**src/rtl/uart_tx_arbiter.sv**
```systemverilog
// -----------------------------------------------------------------------------
// uart_tx_arbiter
//
// Shares one UART_TX serializer between NUM_REQ byte sources. Sources are
// served round-robin. Each granted byte is handed to UART_TX with a one-cycle
// o_TX_DV pulse. The block then waits for i_TX_DONE and reports completion on
// o_DONE. A watchdog aborts a transfer that never completes and reports it on
// o_ERR.
//
// Optional feature:
//   UART_TX_ARB_PRIO_EN - When this macro is defined, source 0 has absolute
//                         priority and does not move the round-robin pointer.
//                         When it is undefined, the block uses pure
//                         round-robin across all sources.
//
// Parameters:
//   NUM_REQ      number of requesters (2..8)
//   TIMEOUT_CYC  cycles allowed in WAIT_DONE before abort
//
// Ports:
//   i_CLK       system clock, posedge
//   i_RST       async reset, active-high
//   i_REQ       per-source request level, held until granted
//   i_REQ_BYTE  byte k at [8k+7:8k]
//   o_GRANT     one-hot 1-cycle pulse, byte k accepted (coincides with o_TX_DV)
//   o_TX_DV     1-cycle strobe to UART_TX
//   o_TX_BYTE   byte to UART_TX, held until the next issue
//   i_TX_DONE   completion strobe from UART_TX
//   o_DONE      1-cycle pulse, granted byte fully sent
//   o_DONE_ID   source index of current/last transfer
//   o_ERR       1-cycle pulse, watchdog abort
//   o_BUSY      high whenever the FSM is not in IDLE
//
// State table:
//   IDLE      | arbitrate; latch winner, byte and id
//   ISSUE     | fire o_TX_DV/o_GRANT (registered), clear watchdog
//   WAIT_DONE | wait for i_TX_DONE or watchdog expiry, then advance pointer
//
// All strobes are registered. As a result, o_TX_DV/o_GRANT are visible in the
// cycle after ISSUE, which is the first WAIT_DONE cycle. Likewise, o_DONE/o_ERR
// are visible in the first IDLE cycle after the transfer ends.
// -----------------------------------------------------------------------------
module uart_tx_arbiter #(
  parameter int NUM_REQ     = 4,
  parameter int TIMEOUT_CYC = 20000
) (
  input  logic                 i_CLK,
  input  logic                 i_RST,
  input  logic [NUM_REQ-1:0]   i_REQ,
  input  logic [8*NUM_REQ-1:0] i_REQ_BYTE,
  output logic [NUM_REQ-1:0]   o_GRANT,
  output logic                 o_TX_DV,
  output logic [7:0]           o_TX_BYTE,
  input  logic                 i_TX_DONE,
  output logic                 o_DONE,
  output logic [2:0]           o_DONE_ID,
  output logic                 o_ERR,
  output logic                 o_BUSY
);

  localparam int PW = (NUM_REQ > 1) ? $clog2(NUM_REQ) : 1;
  localparam int WW = $clog2(TIMEOUT_CYC + 1);
  localparam logic [WW-1:0] WD_LAST = WW'(TIMEOUT_CYC - 1);

  localparam logic [1:0] ST_IDLE  = 2'd0;
  localparam logic [1:0] ST_ISSUE = 2'd1;
  localparam logic [1:0] ST_WAIT  = 2'd2;

  logic [1:0]         state_q, state_d;
  logic [PW-1:0]      ptr_q, ptr_d;
  logic [PW-1:0]      win_q, win_d;
  logic [7:0]         byte_q, byte_d;
  logic [2:0]         id_q, id_d;
  logic [WW-1:0]      wdog_q, wdog_d;
  logic               dv_q, dv_d;
  logic [NUM_REQ-1:0] grant_q, grant_d;
  logic               done_q, done_d;
  logic               err_q, err_d;

  logic [7:0]         req_bytes [NUM_REQ];
  logic               found;
  logic [PW-1:0]      pick;
  logic [PW-1:0]      idx;
  logic [PW-1:0]      ptr_adv;

  always_comb begin
    for (int k = 0; k < NUM_REQ; k++) begin
      req_bytes[k] = i_REQ_BYTE[8*k +: 8];
    end
  end

  // First requester at or above the pointer, wrapping to 0.
  always_comb begin
    found = 1'b0;
    pick  = '0;
    idx   = '0;
    for (int i = 0; i < NUM_REQ; i++) begin
      idx = PW'((int'(ptr_q) + i) % NUM_REQ);
      if (!found && i_REQ[idx]) begin
        found = 1'b1;
        pick  = idx;
      end
    end
`ifdef UART_TX_ARB_PRIO_EN
    if (i_REQ[0]) begin
      found = 1'b1;
      pick  = '0;
    end
`endif
  end

  // Pointer moves past the finished source. In priority mode, a source 0
  // transfer leaves the pointer alone, so the others keep their rotation.
  always_comb begin
    ptr_adv = (win_q == PW'(NUM_REQ - 1)) ? '0 : win_q + 1'b1;
`ifdef UART_TX_ARB_PRIO_EN
    if (win_q == '0) begin
      ptr_adv = ptr_q;
    end
`endif
  end

  always_comb begin
    state_d = state_q;
    ptr_d   = ptr_q;
    win_d   = win_q;
    byte_d  = byte_q;
    id_d    = id_q;
    wdog_d  = wdog_q;
    dv_d    = 1'b0;
    grant_d = '0;
    done_d  = 1'b0;
    err_d   = 1'b0;
    case (state_q)
      ST_IDLE: begin
        if (found) begin
          win_d   = pick;
          byte_d  = req_bytes[pick];
          id_d    = 3'(pick);
          state_d = ST_ISSUE;
        end
      end
      ST_ISSUE: begin
        dv_d          = 1'b1;
        grant_d[win_q] = 1'b1;
        wdog_d        = '0;
        state_d       = ST_WAIT;
      end
      ST_WAIT: begin
        // Done takes precedence over a coincident watchdog expiry.
        if (i_TX_DONE) begin
          done_d  = 1'b1;
          ptr_d   = ptr_adv;
          state_d = ST_IDLE;
        end else if (wdog_q >= WD_LAST) begin
          err_d   = 1'b1;
          ptr_d   = ptr_adv;
          state_d = ST_IDLE;
        end else begin
          // Only increments below WD_LAST, so it saturates and never wraps.
          wdog_d = wdog_q + 1'b1;
        end
      end
      default: state_d = ST_IDLE;
    endcase
  end

  always_ff @(posedge i_CLK or posedge i_RST) begin
    if (i_RST) begin
      state_q <= ST_IDLE;
      ptr_q   <= '0;
      win_q   <= '0;
      byte_q  <= '0;
      id_q    <= '0;
      wdog_q  <= '0;
      dv_q    <= 1'b0;
      grant_q <= '0;
      done_q  <= 1'b0;
      err_q   <= 1'b0;
    end else begin
      state_q <= state_d;
      ptr_q   <= ptr_d;
      win_q   <= win_d;
      byte_q  <= byte_d;
      id_q    <= id_d;
      wdog_q  <= wdog_d;
      dv_q    <= dv_d;
      grant_q <= grant_d;
      done_q  <= done_d;
      err_q   <= err_d;
    end
  end

  assign o_GRANT   = grant_q;
  assign o_TX_DV   = dv_q;
  assign o_TX_BYTE = byte_q;
  assign o_DONE    = done_q;
  assign o_DONE_ID = id_q;
  assign o_ERR     = err_q;
  assign o_BUSY    = (state_q != ST_IDLE);

endmodule

```
**config.mk**
```make
export PLATFORM = sky130hd
export DESIGN_NAME = uart_tx_arbiter
export DESIGN_NICKNAME = d
export VERILOG_FILES = /design/src/rtl/uart_tx_arbiter.sv
export SDC_FILE = /design/constraint.sdc
export NUM_CORES = 1
export LEC_CHECK = 0
export CAP_MARGIN = 30
export CORE_MARGIN = 2
export CORE_UTILIZATION = 56
export CTS_CLUSTER_SIZE = 28
export DETAILED_ROUTE_END_ITERATION = 10
export DONT_BUFFER_PORTS = 1
export PLACE_DENSITY = 0.74
export SYNTH_ARGS = -nofsm -noshare
export SYNTH_HDL_FRONTEND = slang
export SYNTH_SLANG_ARGS = --single-unit
```
**constraint.sdc**
```tcl
create_clock -name i_CLK -period 1.6 [get_ports i_CLK]
set_input_delay 0.4 -clock i_CLK [delete_from_list [all_inputs] [get_ports i_CLK]]
set_output_delay 0.4 -clock i_CLK [all_outputs]
set_load 0.02 [all_outputs]
```
==> flow_summary.ini <==
[logic_synthesis]
syn_avg_cell_area_um2 = 10.3
synth_fp_nets = 230
ys_ff_latch = 36
asyncSetResetFlopFracSynth_pct = 100
syn_area_um2 = 1920
synth_top_area_cell = dfrtp_1
synth_most_common_cell = dfrtp_1
synth_commonest_cells = 36 x dfrtp_1, 17 x mux2i_1, 14 x nor2_1, 13 x nand2_1, 11 x inv_1
synth_ff_type = dfrtp_1
ys_types = 42
synthCells = 186
ys_warn_count = 0
yosysSeqAreaShare_pct = 46.8
synth_area_leaders = dfrtp_1 47%, mux2i_1 8.8%, o221ai_1 3.6%, ha_1 3.3%, xnor2_1 3.2%
synth.top_cell.area_share_pct = 46.8
synth_edf_count = 0

[critical_path]
required_ns = 1.84
startpoint = wdog_q[8]$_DFFE_PP0P_
crit_path_end_kind = register
reg2reg_depth = 5
r2r_start = wdog_q[8]$_DFFE_PP0P_
cp_data_arrival_time_ns = 1.98
timing.rr.end = ptr_q[1]$_DFFE_PP0P_
path_max_fanout = 3
r2r_setup_slack_ns = -0.14
path_class = register to register
critPathLaunchType = register

[timing]
period_share_pct = 109
rsz0062_at_grt = yes
fin_crit_ns = 1.74
fin_setup_tns_ns = -0.943
fin_skew_ns = 0.0109
slew_violations = 0
hold_violations = 0
setup_violations = 10
fin_ws_ns = -0.143
fmax_ghz = 0.574

[final_layout]
fill_cells = 216
seq_area_um2 = 902
instances_no_fill = 265
n_antenna_cell = 0
multi_input_area_um2 = 1200
syn2layout_area_growth_pct = 34.1
final_nets = 263
drive_above_1_share_pct = 42.0

[grt]
grt_pass1_wl_um = 7050
antenna_found_initial = 0
grt_max_degree = 37
grt_pass1_vias = 1628
grtUsageTotal_pct = 23.1
overflow = 0

[hold_path]
hold_class = input pin to asynchronous set/reset pin

[drt]
drcViolationCount = 0
firstDrtPassIters = 4
drt-initial-drc-count = 87
wl_per_cell_um = 18.5
routed_wl_um = 4910
via_per_inst = 5.99
vias = 1587
ant_nets = 0

[power]
p_leak_nw = 1.11
ir_drop_v = 0.00113
p_per_area_nw_per_um2 = 1470

[floorplanning]
initial_core_util_pct = 58.1
pin_count = 58
core-area_um2 = 3310
num_rows = 21
die_area_um2 = 3920
die_x_um = 62.6
die_h_um = 62.6

[run_status]
violations = negative setup slack
status = complete, but fails checks

[clock_network]
path_clk_slew_ns = 0.11
clk_latency_ns = 0.35
cts_max_level = 2
cts.sinks = 36
tritoncts = done
numCtsBuffers = 5
cts_max_path_buffers = 2
cts_root_buf = clkbuf_4

[placed_design]
port_buffers = 0
dp_hpwl_um = 2900
gp_congestion = 0.828
dp_cells = 248
place_ws_ns = -0.147

[job]
maxCapViolations = 0
cell families after synthesis:
logic type	count (synthesis)	share of synthesized area (%)
buffers and inverters	19	5.07
XOR/XNOR	7	3.19
flip-flops	36	46.8
multiplexers	19	10.0
other	1	0.195
adder cells (fa/ha/maj)	5	3.25
AND/OR/NAND/NOR	64	17.2
AO/OA/AOI/OAI	35	14.2
final cells by class:
type                       count  area share, %
tap                           46           2.23
multi-input combinational    132           46.4
clock buffer                   7           2.52
timing repair buffer          32           12.0
inverter                      12           1.80
sequential                    36           35.0
repair_timing:
| item | in CTS | in global routing |
|---|---|---|
| endpoints found under the setup margin | 23 | 27 |
| gates cloned | 0 | 3 |
| hold buffers | 0 | 0 |
| pin swaps | 6 | 12 |
| setup buffers | 2 | 5 |
| gates resized for setup | 11 | 50 |
critical path, cell delays in order (launching register included):
cell and delay (ns):
dfrtp_1 0.39, or4_4 0.55, a21oi_4 0.16, o21ai_1 0.07, nand3b_1 0.15, mux2_4 0.31
layer usage:
layer,vias up,routed length (µm),GRT usage [%]
met3,14,344,7.03
met1,780,1880,26.0
met5,-,0,0
li1,721,-,-
met2,72,2560,40.2
met4,0,128,10.0
sequential cells by signal (all words and copies together), names as in the netlist:
register	cells
o_DONE	1
o_ERR	1
o_GRANT	4
o_TX_BYTE	8
o_TX_DV	1
ptr_q	2
state_q	2
wdog_q	15
win_q	2
placed cells by master, fill, tap and decap left out, types with 5 or more instances in the layout:
cell type   n
buf_4      23
buf_6       6
clkbuf_4    5
dfrtp_1    35
ha_1        5
inv_1      11
mux2i_1     5
mux2i_2     7
mux2i_4     5
nand2_1    12
nor2_1     14
nor3_2      6
o221ai_2    6
xnor2_1     7
stage by stage:
stage / utilization (%) / hold slack (ns) / cell area, µm² / power (mW)
after floorplan: - / 0.459 / 1930 / 2.34
after global placement: 64.2 / 0.410 / 2120 / 2.61
after detailed placement: 64.2 / 0.427 / 2120 / 2.67
after CTS: 67.8 / 0.0496 / 2250 / 3.30
after global routing: 77.9 / 0.0646 / 2580 / 4.00
final: 77.9 / 0.0439 / 2580 / 3.79
how the worst max path moves through the flow:
stage                                  endpoint  cells past startpoint  slack, ns
after global routing      wdog_q[2]$_DFFE_PP0P_                      6      -0.22
after global placement     ptr_q[1]$_DFFE_PP0P_                      5      -0.09
final                      ptr_q[1]$_DFFE_PP0P_                      5      -0.14
after floorplan            ptr_q[0]$_DFFE_PP0P_                      5      -0.08
after detailed placement  wdog_q[4]$_DFFE_PP0P_                      5      -0.15
after CTS                  ptr_q[1]$_DFFE_PP0P_                      5      -0.16
report_power, final:
part	internal (mW)	switching [mW]
Sequential	1.14	0.384
Combinational	0.851	0.861
Clock	0.249	0.300
(Power assumes the default switching activity.)
